$ cat src/rtl/serv_ext_pkg.sv
// Shared types and helpers for the SERV extension hub.
// Defines FSM states, fixed channel assignments and the request priority encoder.
package serv_ext_pkg;

  typedef enum logic [1:0] {
    StIdle,
    StBusy,
    StResp,
    StDrain
  } ext_state_e;

  localparam int unsigned EXT_MDU = 0;
  localparam int unsigned EXT_AVA = 1;
  localparam int unsigned MAX_EXT = 8;

  // Lowest set index wins so a multi-hot request resolves deterministically.
  function automatic logic [2:0] lowest_set(input logic [7:0] v);
    logic [2:0] idx;
    idx = '0;
    for (int i = 7; i >= 0; i--) begin
      if (v[i]) idx = 3'(i);
    end
    return idx;
  endfunction

endpackage

$ cat src/rtl/serv_ext_wdog.sv
// Loadable saturating cycle counter for the hub watchdog.
// Expires when enabled and the count reaches LIMIT.
module serv_ext_wdog #(
  parameter int unsigned CW    = 8,
  parameter int unsigned LIMIT = 254
) (
  input  logic          clk,
  input  logic          i_rst,
  input  logic          i_clr,
  input  logic          i_en,
  input  logic          i_load,
  input  logic [CW-1:0] i_load_val,
  output logic          o_expire
);

  logic [CW-1:0] cnt_q, cnt_d;

  always_comb begin
    cnt_d = cnt_q;
    if (i_clr) begin
      cnt_d = '0;
    end else if (i_load) begin
      cnt_d = i_load_val;
    end else if (i_en && (cnt_q != '1)) begin
      cnt_d = cnt_q + 1'b1;
    end
  end

  always_ff @(posedge clk) begin
    if (i_rst) begin
      cnt_q <= '0;
    end else begin
      cnt_q <= cnt_d;
    end
  end

  assign o_expire = i_en && (cnt_q == CW'(LIMIT));

endmodule

$ cat src/rtl/serv_ext_hub.sv
// Dispatcher between the SERV extension port and NUM_EXT co-processor units.
// Latches one request, routes it to a unit, returns a registered result, watchdog-bounded.
module serv_ext_hub
  import serv_ext_pkg::*;
#(
  parameter int unsigned NUM_EXT    = 2,
  parameter int unsigned TIMEOUT    = 255,
  parameter logic [31:0] TIMEOUT_RD = 32'hFFFF_FFFF
) (
  input  logic                  clk,
  input  logic                  i_rst,
  input  logic [NUM_EXT-1:0]    i_valid,
  input  logic [31:0]           i_rs1,
  input  logic [31:0]           i_rs2,
  input  logic [2:0]            i_funct3,
  output logic [31:0]           o_rd,
  output logic                  o_ready,
  output logic [NUM_EXT-1:0]    o_ext_valid,
  output logic [31:0]           o_ext_rs1,
  output logic [31:0]           o_ext_rs2,
  output logic [2:0]            o_ext_funct3,
  input  logic [NUM_EXT*32-1:0] i_ext_rd,
  input  logic [NUM_EXT-1:0]    i_ext_ready,
  output logic                  o_busy,
  output logic                  o_timeout
);

  localparam int unsigned CW = (TIMEOUT == 0) ? 1 : $clog2(TIMEOUT + 1);

  ext_state_e  state_q, state_d;
  logic [2:0]  sel_q, sel_d;
  logic [31:0] rs1_q, rs1_d;
  logic [31:0] rs2_q, rs2_d;
  logic [2:0]  funct3_q, funct3_d;
  logic [31:0] rd_q, rd_d;
  logic        to_q, to_d;

  logic        launch;
  logic        expire;
  logic [7:0]  valid_pad;
  logic [7:0]  ready_pad;
  logic [31:0] ext_rd [MAX_EXT];

  assign valid_pad = 8'(i_valid);
  assign ready_pad = 8'(i_ext_ready);

  // Unused channel slots read as zero so the selected index never goes out of range.
  for (genvar n = 0; n < MAX_EXT; n++) begin : g_rd
    if (n < NUM_EXT) begin : g_used
      assign ext_rd[n] = i_ext_rd[32*n +: 32];
    end else begin : g_unused
      assign ext_rd[n] = '0;
    end
  end

  if (TIMEOUT != 0) begin : g_wdog
    serv_ext_wdog #(
      .CW    (CW),
      .LIMIT (TIMEOUT - 1)
    ) u_wdog (
      .clk        (clk),
      .i_rst      (i_rst),
      .i_clr      (launch),
      .i_en       (state_q == StBusy),
      .i_load     (1'b0),
      .i_load_val ('0),
      .o_expire   (expire)
    );
  end else begin : g_no_wdog
    assign expire = 1'b0;
  end

  always_comb begin
    state_d  = state_q;
    sel_d    = sel_q;
    rs1_d    = rs1_q;
    rs2_d    = rs2_q;
    funct3_d = funct3_q;
    rd_d     = rd_q;
    to_d     = to_q;
    launch   = 1'b0;

    unique case (state_q)
      StIdle: begin
        if (|i_valid) begin
          launch   = 1'b1;
          sel_d    = lowest_set(valid_pad);
          rs1_d    = i_rs1;
          rs2_d    = i_rs2;
          funct3_d = i_funct3;
          to_d     = 1'b0;
          state_d  = StBusy;
        end
      end
      StBusy: begin
        // A unit ready in the expiry cycle beats the watchdog.
        if (ready_pad[sel_q]) begin
          rd_d    = ext_rd[sel_q];
          to_d    = 1'b0;
          state_d = StResp;
        end else if (expire) begin
          rd_d    = TIMEOUT_RD;
          to_d    = 1'b1;
          state_d = StResp;
        end
      end
      StResp: begin
        state_d = StDrain;
      end
      StDrain: begin
        // Hold off until the core drops its level request to avoid a stale relaunch.
        if (!(|i_valid)) state_d = StIdle;
      end
      default: begin
        state_d = StIdle;
      end
    endcase
  end

  always_ff @(posedge clk) begin
    if (i_rst) begin
      state_q  <= StIdle;
      sel_q    <= '0;
      rs1_q    <= '0;
      rs2_q    <= '0;
      funct3_q <= '0;
      rd_q     <= '0;
      to_q     <= 1'b0;
    end else begin
      state_q  <= state_d;
      sel_q    <= sel_d;
      rs1_q    <= rs1_d;
      rs2_q    <= rs2_d;
      funct3_q <= funct3_d;
      rd_q     <= rd_d;
      to_q     <= to_d;
    end
  end

  always_comb begin
    o_ext_valid = '0;
    for (int n = 0; n < NUM_EXT; n++) begin
      o_ext_valid[n] = (state_q == StBusy) && (sel_q == 3'(n));
    end
  end

  assign o_ready      = (state_q == StResp);
  assign o_timeout    = (state_q == StResp) && to_q;
  assign o_busy       = (state_q == StBusy) || (state_q == StResp);
  assign o_rd         = rd_q;
  assign o_ext_rs1    = rs1_q;
  assign o_ext_rs2    = rs2_q;
  assign o_ext_funct3 = funct3_q;

endmodule

$ cat config.mk
export PLATFORM = sky130hd
export DESIGN_NAME = serv_ext_hub
export DESIGN_NICKNAME = d
export VERILOG_FILES = /design/src/rtl/serv_ext_pkg.sv /design/src/rtl/serv_ext_wdog.sv /design/src/rtl/serv_ext_hub.sv
export SDC_FILE = /design/constraint.sdc
export NUM_CORES = 1
export LEC_CHECK = 0
export ABC_CLOCK_PERIOD_IN_PS = 1500
export CORE_UTILIZATION = 36
export DETAILED_ROUTE_END_ITERATION = 8
export GPL_TIMING_DRIVEN = 0
export MAX_ROUTING_LAYER = met4
export PLACE_DENSITY_LB_ADDON = 0.2
export SYNTH_ARGS = -nofsm -noshare
export SYNTH_HDL_FRONTEND = slang
export SYNTH_SLANG_ARGS = --single-unit
$ cat constraint.sdc
create_clock -name clk -period 1.5 [get_ports clk]
set_input_delay 0.3 -clock clk [delete_from_list [all_inputs] [get_ports clk]]
set_output_delay 0.3 -clock clk [all_outputs]
set_load 0.02 [all_outputs]
Word level (Yosys, flattened, before mapping)
Index checks and enable logic that the tools add are counted.
Storage, ports and cells
  input port bits: 137
  flip-flop bits (word level): 113
  word-level logic and storage cells: 57
  output and inout port bits: 104
Operators by class
  mux-type cells: 20
  bitwise gates (word level): 1
  $add $sub $neg: 1
  equality and inequality tests: 9
  $lt $le $gt $ge: 2
  reduce and logical (&&, ||, !) cells: 16
Operator list (number)
  $mux 32: 4
  $bmux 32 s3: 1
  $add 8x1->8 const B: 1
  $eq 8x8->1 const B: 1
  $mux 2: 4
  $ne 8x8->1 const B: 1
  $pmux 2 s4: 1
  $mux 1: 7
  $reduce_and 3->1: 2
  $logic_and 1x1->1: 5
  $eq 2x2->1 const B: 2
  $ge 4x4->1 const B: 1
  $lt 3x4->1 const B: 1
  $ne 2x2->1 const B: 2
  $not 3->4: 1
  $reduce_and 2->1: 2
  $reduce_bool 2->1: 2
  $reduce_or 2->1: 2
  $bmux 1 s3: 1
  $eq 3x1->1 const B: 1
  $logic_not 3->1: 1
  $mux 3: 1
  $ne 3x3->1 const B: 1
  $eq 2x1->1 const B: 1
  3 further kinds: 3

Depth between registers and ports, before layout
Gate-level depths: netlist of run 1.
  depth in word-level cells: 5
  mapped depth: 7
  mapped depth without buffers: 6

Modules after synthesis
From an unflattened synthesis of run 1, not the netlist that was laid out.
Second synthesis, totals
  cells, all modules: 533
  area, all modules: 4787.1 um^2
By module, submodules not included
  serv_ext_hub: area an instance 4290.4 um^2, sequential area each 2062.0 um^2, instances 1, cells an instance 472
  serv_ext_wdog: area an instance 496.7 um^2, sequential area each 160.2 um^2, instances 1, cells an instance 61

Least setup slack after synthesis of run 1
OpenSTA, ideal clock, no wires.
  path kind: register -> output
  start: register state_q[1]
  end: output o_ext_valid[0]
  stages on the path, launching flop included: 7
  setup slack: -0.266 ns
  data arrival time: 1.466 ns
  data required time: 1.200 ns
  path buffers: 3
  cell sequence: dfxtp_1 -> inv_1 -> ha_1 -> buf_6 -> buf_4 -> clkbuf_1 -> nor2b_1
On the way
  word-level cells in the longest chain between the ends: 2
RTL lines
  from (decl): RTL line serv_ext_hub.sv:30  | ext_state_e state_q, state_d;
  from (signal assigned): RTL line serv_ext_hub.sv:122  | state_q <= StIdle;
  from (signal assigned): RTL line serv_ext_hub.sv:130  | state_q <= state_d;
  $eq 2x1->1: RTL line serv_ext_hub.sv:143  | o_ext_valid[n] = (state_q == StBusy) && (sel_q == 3'(n));
  $logic_and 1x1->1: RTL line serv_ext_hub.sv:143
  to (decl): RTL line serv_ext_hub.sv:18  | output logic [NUM_EXT-1:0] o_ext_valid,
No other way between the ends.

Worst setup path after layout of run 1
  start: register state_q[1]
  end: output o_ext_valid[1]
Same word-level chain as after synthesis.

==> results.tsv, run 1 <==
stage	metric	value	unit
outcome	result of the run	complete, but fails checks	
outcome	violations in the final reports	setup timing	
pwr	worst-case vdd ir drop	0.7706	mV
synth	cells taking the most area after synthesis	sky130_fd_sc_hd__dfxtp_1 (47%), sky130_fd_sc_hd__nand2_1 (11%), sky130_fd_sc_hd__a21oi_1 (10%)	
global_routing	Total Routing Usage GR	22.53	%
route	Vias per Instance	4.879	
final_layout	area taken by flip-flops and latches	2241	um^2
floorplanning	Placeable Area	12670	um^2
synth	mean post-synth cell area	8.990	um^2
synth	Synth top area share	47.26	%
cts	number of hold buffers added after CTS	0	
synth	sequential fraction of the synthesis area	47.26	%
synth	Post-synth ARST share	0	%
critical_path	buffer and inverter count on the worst path	3	
sta	Final Skew	0.005993	ns
synth	combined area of all synthesized cells	4702	um^2
pwr	power per cell area	1561	nW/um^2
sta	Hold WS	0.2127	ns
place	routability cong.	0.8508	
cts	sink count of the clock tree	111	
synth	number of flops mapped to enable cells by yosys	0	
pwr	P_leak	3.493	nW
place	pre-CTS setup slack	-0.6258	ns
flow_run	number of max-cap violations	0	
critical_path	category of the most critical setup path	reg2out	
critical_path	Largest stage delay, worst path	0.36	ns
global_routing	number of global-route vias before repair	4736	
floorplanning	ports placed on the boundary	241	
sta	Slew HR	54.50	%
route	post-DR wirelength/cell	15.63	um
sta	final setup violation count	6	
cts	CTS Root Cell	sky130_fd_sc_hd__clkbuf_16	
route	post-route antenna net violation count	0	
final_layout	Diodes inserted	0	
floorplanning	Cell Rows	41	
route	wire length after detailed routing	15320	um
critical_path	crit path launch type	flip-flop	
final_layout	final core utilization	66.18	%
floorplanning	width of the die	116.3	um
sta	Slew @ Worst Pin	0.6826	ns
floorplanning	initial cell density of the core	37.11	%
sta	count of pins over their slew limit	0	
cts	clock latency on the worst-skew pair	0.35	ns
cts	Clock H-tree levels	3	
sta	final hold violation count	0	
route	detailed router's first-iteration violation count	141	
synth	Synth top cells by count	sky130_fd_sc_hd__nand2_1 (137), sky130_fd_sc_hd__dfxtp_1 (111), sky130_fd_sc_hd__a21oi_1 (95)	
final_layout	fill cell instance count of the final layout	1034	
global_routing	global-route wire length before repair	23030	um
synth	main flop type after synthesis	sky130_fd_sc_hd__dfxtp_1	
floorplanning	full die area	13520	um^2
critical_path	CP max FO	5	
critical_path	kind of end point of the critical path	output port	
sta	RSZ-0062 raised after global routing	yes	
route	drt pass-1 iters	4	
pwr	overall power	13.09	mW
critical_path	ordered cell list for the critical path	inv_4, ha_4, buf_8, and2_4, buf_6	
synth	largest area contributor in the synthesized netlist	sky130_fd_sc_hd__dfxtp_1	
route	vias	4781	
critical_path	data arrival time of the critical path	1.31	ns
global_routing	grt ovf	0	
cts	Clk pin slew, worst setup/hold paths	0.07	ns
place	count of input and output buffers	239	
final_layout	area used by multi-input combinational logic	2547	um^2
critical_path	required time reported for the critical path endpoint	1.20	ns
hold_path	class of the tightest hold or removal check	in2reg	
sta	maximum clock rate	0.6221	GHz
place	detailed placer's ending HPWL	10870	um
sta	total negative slack	-0.3684	ns
synth	post-synthesis sequential element count	111	
global_routing	maximum number of pins on one net before global-route repair	18	
route	DRC violation count after routing	0	
critical_path	standard cell with the maximum stage delay on the critical path	sky130_fd_sc_hd__dfxtp_2	
sta	setup slack of the critical path after layout	-0.1075	ns
synth	syn nets	667	
final_layout	Area growth, synth to finish	78.34	%
synth	library cells used by synthesis	41	
sta	final clock period utilization by the worst path	107.2	%
cts	number of buffers on the longest clock path	2	
critical_path	kind of cell adding the most delay to the critical path	flip-flops	
cts	TritonCTS clock tree	built	
global_routing	number of antenna violations at the first check in global routing	0	
cts	clock buffers created by TritonCTS	9	
final_layout	share of layout cells above drive strength 1	24.01	%
floorplanning	height of the chip	116.3	um
synth	gate count of the mapped netlist	523	
sta	minimum clock period	1.608	ns
final_layout	number of nets in the layout	947	
synth	most used standard cell by instance count after synthesis	sky130_fd_sc_hd__nand2_1	
synth	count of synthesis-stage warnings from yosys	0	
what timing repair did:
item	4_1_cts	5_1_grt
endpoints found under the setup margin	212	111
setup buffers	22	9
pin swaps	31	12
gates resized for setup	218	73
gates cloned	6	2
worst register-to-register path, cell delays in order (launching register included):
cell                      delay [ns]
sky130_fd_sc_hd__dfxtp_4        0.36
sky130_fd_sc_hd__buf_12         0.13
sky130_fd_sc_hd__mux2i_4        0.20
sky130_fd_sc_hd__buf_6          0.14
sky130_fd_sc_hd__buf_6          0.11
sky130_fd_sc_hd__o211a_4        0.16
sky130_fd_sc_hd__o41ai_4        0.35
path summary, 6_finish.rpt:
kind | from | endpoint | slack (ns) | cells past startpoint
min reg2reg | o_ext_rs2[3]$_SDFFE_PP0P_ | o_ext_rs2[3]$_SDFFE_PP0P_ | 0.45 | 2
min | i_rst | state_q[0]$_SDFFE_PP0P_ | 0.21 | 2
max | state_q[1]$_SDFFE_PP0P_ | o_ext_valid[1] | -0.11 | 5
max reg2reg | sel_q[0]$_SDFFE_PP0P_ | state_q[0]$_SDFFE_PP0P_ | -0.05 | 6
sequential cells by signal (all words and copies together), names as in the netlist:
name,cells
o_ext_funct3,3
o_rd,32
o_ext_rs2,32
o_ext_rs1,32
state_q,2
g_wdog.u_wdog.cnt_q,8
sel_q,1
to_q,1
through the flow:
| step | cell area (um^2) | std cells |
|---|---|---|
| after detailed placement | 7332 | 934 |
| after global placement | 7332 | 934 |
| after CTS | 8145 | 977 |
| after floorplan | 4725 | 523 |
| after global routing | 8386 | 980 |
| final | 8386 | 980 |
kinds of logic (layout without fill, tap and decap cells):
logic type	Yosys count	in the layout	synth area share, %
AND/OR/NAND/NOR	165	165	14.58
multiplexers	33	33	7.291
AO/OA/AOI/OAI	154	154	22.09
flip-flops	111	111	47.26
adder cells (fa/ha/maj)	7	7	1.863
buffers and inverters	50	335	6.360
XOR/XNOR	3	3	0.5589
cells in the final DEF (no fill, tap or decap), types with 3 or more instances in the layout:
master / count
sky130_fd_sc_hd__a21oi_4: 3
sky130_fd_sc_hd__dlygate4sd2_1: 99
sky130_fd_sc_hd__clkbuf_8: 8
sky130_fd_sc_hd__a211oi_2: 33
sky130_fd_sc_hd__clkbuf_1: 9
sky130_fd_sc_hd__buf_12: 5
sky130_fd_sc_hd__buf_8: 7
sky130_fd_sc_hd__clkbuf_16: 10
sky130_fd_sc_hd__a21oi_2: 28
sky130_fd_sc_hd__nor2_1: 7
sky130_fd_sc_hd__buf_4: 25
sky130_fd_sc_hd__ha_4: 5
sky130_fd_sc_hd__buf_16: 3
sky130_fd_sc_hd__nand2_1: 135
sky130_fd_sc_hd__dfxtp_2: 6
sky130_fd_sc_hd__dfxtp_4: 3
sky130_fd_sc_hd__dfxtp_1: 102
sky130_fd_sc_hd__clkdlybuf4s50_1: 135
sky130_fd_sc_hd__a21oi_1: 74
sky130_fd_sc_hd__mux2i_1: 32
sky130_fd_sc_hd__buf_6: 18
sky130_fd_sc_hd__nor3_1: 4
layer usage:
| metal | up-vias | track usage (%) | share of wire [%] |
|---|---|---|---|
| li1 | 2358 | - | - |
| met1 | 2191 | 25.36 | 39 |
| met2 | 215 | 38.62 | 50 |
| met3 | 17 | 5.864 | 9.2 |
| met4 | 0 | 7.607 | 1.5 |
| met5 | - | - | 0 |
where the power goes:
group          internal, mW  switching, mW
Clock                  1.32           1.08
Combinational          3.16           3.56
Sequential             3.60          0.369
area by class of cell:
| class | count | area share, % |
|---|---|---|
| repair buffers | 275 | 32.15 |
| multi-input cells | 362 | 30.38 |
| flip-flops and latches | 111 | 26.72 |
| plain buffers | 38 | 4.208 |
| clock buffers | 13 | 3.342 |
| well taps | 172 | 2.566 |
| inverters | 6 | 0.3283 |
| clock inverters | 3 | 0.2984 |
Power figures use the tool's default switching activity.
==> run 2: changes to the inputs <==
Settings changed: SETUP_SLACK_MARGIN from default to 0.5.
==> run 2 against run 1 <==
Against the previous run: the run still ends with setup timing left; non-clock buffer count rose by 74; critical path depth grew 2; hold slack worse by 0.014 ns; critical path type unchanged; critical endpoint unchanged; combinational power is 58% higher; largest power group unchanged; clock power fell by 4%.
==> results.tsv, run 2 (same netlist as run 1, synthesis figures left out) <==
stage	metric	value	unit
sta	RSZ-0062 raised after global routing	yes	
floorplanning	full die area	13520	um^2
global_routing	global-route wire length before repair	26430	um
critical_path	Worst R2R Setup Slack	-0.13	ns
place	routability cong.	0.7889	
final_layout	fill cell instance count of the final layout	691	
final_layout	Area growth, synth to finish	121.7	%
critical_path	kind of end point of the critical path	output port	
cts	clock latency on the worst-skew pair	0.37	ns
global_routing	number of global-route vias before repair	5331	
critical_path	crit path launch type	flip-flop	
sta	final hold violation count	0	
pwr	worst-case vdd ir drop	1.118	mV
critical_path	category of the most critical setup path	reg2out	
sta	setup slack of the critical path after layout	-0.3196	ns
hold_path	class of the tightest hold or removal check	in2reg	
cts	number of buffers on the longest clock path	2	
cts	Clk pin slew, worst setup/hold paths	0.07	ns
place	detailed placer's ending HPWL	11440	um
pwr	P_leak	4.302	nW
final_layout	Diodes inserted	0	
sta	maximum clock rate	0.5496	GHz
floorplanning	Placeable Area	12670	um^2
pwr	power per cell area	1652	nW/um^2
sta	final setup violation count	81	
final_layout	finished layout cell area	10420	um^2
final_layout	share of layout cells above drive strength 1	72.11	%
route	wire length after detailed routing	20800	um
floorplanning	Cell Rows	41	
sta	Slew HR	47.85	%
outcome	result of the run	complete, but fails checks	
final_layout	leading cell types in the layout, fill and taps excluded	sky130_fd_sc_hd__clkdlybuf4s50_1 (135), sky130_fd_sc_hd__buf_6 (123), sky130_fd_sc_hd__dfxtp_2 (94), sky130_fd_sc_hd__a21oi_2 (86), sky130_fd_sc_hd__buf_4 (80)	
floorplanning	ports placed on the boundary	241	
global_routing	maximum number of pins on one net before global-route repair	18	
critical_path	required time reported for the critical path endpoint	1.20	ns
critical_path	data arrival time of the critical path	1.52	ns
critical_path	Largest stage delay, worst path	0.35	ns
sta	Slew @ Worst Pin	0.7823	ns
place	standard cell area after detailed placement	7675	um^2
floorplanning	initial cell density of the core	37.11	%
cts	sink count of the clock tree	111	
sta	final clock period utilization by the worst path	121.3	%
cts	TritonCTS clock tree	built	
global_routing	grt ovf	0	
route	Vias per Instance	5.107	
critical_path	standard cell with the maximum stage delay on the critical path	sky130_fd_sc_hd__dfxtp_2	
critical_path	CP max FO	3	
final_layout	final core utilization	82.27	%
flow_run	number of max-cap violations	0	
floorplanning	width of the die	116.3	um
sta	Final Skew	0.01326	ns
route	post-route antenna net violation count	0	
route	vias	5383	
critical_path	critical path's most frequent cell	sky130_fd_sc_hd__buf_6	
floorplanning	height of the chip	116.3	um
sta	total negative slack	-4.683	ns
sta	count of pins over their slew limit	0	
outcome	violations in the final reports	setup timing	
place	count of input and output buffers	239	
critical_path	buffer and inverter count on the worst path	5	
global_routing	Total Routing Usage GR	26.78	%
global_routing	number of antenna violations at the first check in global routing	0	
cts	clock buffers created by TritonCTS	9	
final_layout	most common library cell in the layout ignoring fill and taps	sky130_fd_sc_hd__clkdlybuf4s50_1	
sta	Hold WS	0.1992	ns
cts	number of hold buffers added after CTS	0	
critical_path	kind of cell adding the most delay to the critical path	buffers and inverters	
critical_path	ordered cell list for the critical path	inv_4, ha_4, buf_6, buf_8, clkbuf_16, and2_4, buf_6	
sta	minimum clock period	1.820	ns
final_layout	number of nets in the layout	1021	
route	detailed router's first-iteration violation count	158	
cts	Clock H-tree levels	3	
route	DRC violation count after routing	0	
route	drt pass-1 iters	4	
route	post-DR wirelength/cell	19.73	um
cts	CTS Root Cell	sky130_fd_sc_hd__clkbuf_16	
run 2: cell count changes in the layout (fill, tap and decap cells not counted), moves of 56 or more:
| cell | change |
|---|---|
| sky130_fd_sc_hd__a21oi_1 | -56 |
| sky130_fd_sc_hd__a21oi_2 | +58 |
| sky130_fd_sc_hd__buf_6 | +105 |
| sky130_fd_sc_hd__dfxtp_1 | -96 |
| sky130_fd_sc_hd__dfxtp_2 | +88 |
| sky130_fd_sc_hd__dlygate4sd2_1 | -99 |
| sky130_fd_sc_hd__nand2_1 | -112 |
| sky130_fd_sc_hd__nand2_4 | +63 |
run 2: per-stage QoR:
step | setup WS, ns | power [mW] | instances
final | -0.3196 | 17.22 | 1054
after global placement | -0.5215 | 10.08 | 934
after global routing | -0.3510 | 17.88 | 1054
after detailed placement | -0.5482 | 10.25 | 934
after CTS | -0.3240 | 15.75 | 1011
after floorplan | 0.09141 | 7.914 | 523
run 2: layout make-up:
class	count	area [um^2]	share of cell area [%]
timing repair buffer	343	3557	34.13
multi-input combinational	362	3379	32.42
sequential	111	2381	22.84
buffer	44	593.1	5.690
clock buffer	12	236.5	2.269
tap	172	215.2	2.065
inverter	6	32.53	0.3121
clock inverter	4	28.78	0.2761
run 2: final timing paths:
path                                                start                   endpoint  cells after the start
worst max register to register    state_q[1]$_SDFFE_PP0P_      o_rd[17]$_SDFFE_PP0P_                      8
worst min-delay path                                i_rst    state_q[0]$_SDFFE_PP0P_                      2
worst min register to register  o_ext_rs2[5]$_SDFFE_PP0P_  o_ext_rs2[5]$_SDFFE_PP0P_                      2
worst max-delay path              state_q[1]$_SDFFE_PP0P_             o_ext_valid[1]                      7
run 2: routing by layer:
layer	share of wire [%]	track usage, %	vias up
li1	-	-	2512
met2	51	47.34	240
met5	0	-	-
met1	37	27.19	2566
met4	3.9	12.65	0
met3	7.8	7.628	65
run 2: what timing repair did:
item	CTS	global route
gates cloned	16	0
setup endpoints to repair	215	215
pin swaps	72	44
buffers inserted	45	43
gates resized for setup	941	119
run 2: worst reg2reg max path: stages (launching register included):
cell	delay, ns
sky130_fd_sc_hd__dfxtp_2	0.35
sky130_fd_sc_hd__inv_4	0.04
sky130_fd_sc_hd__ha_4	0.14
sky130_fd_sc_hd__buf_6	0.11
sky130_fd_sc_hd__buf_4	0.15
sky130_fd_sc_hd__nor2b_1	0.14
sky130_fd_sc_hd__buf_6	0.16
sky130_fd_sc_hd__bufbuf_16	0.27
sky130_fd_sc_hd__a211oi_2	0.17
run 2: report_power, final:
part           switching [mW]  internal (mW)  leakage (nW)
sequential              0.535           3.74         0.955
combinational            5.07           5.57          3.21
clock                    1.16           1.14         0.132
total                    6.77           10.5          4.30
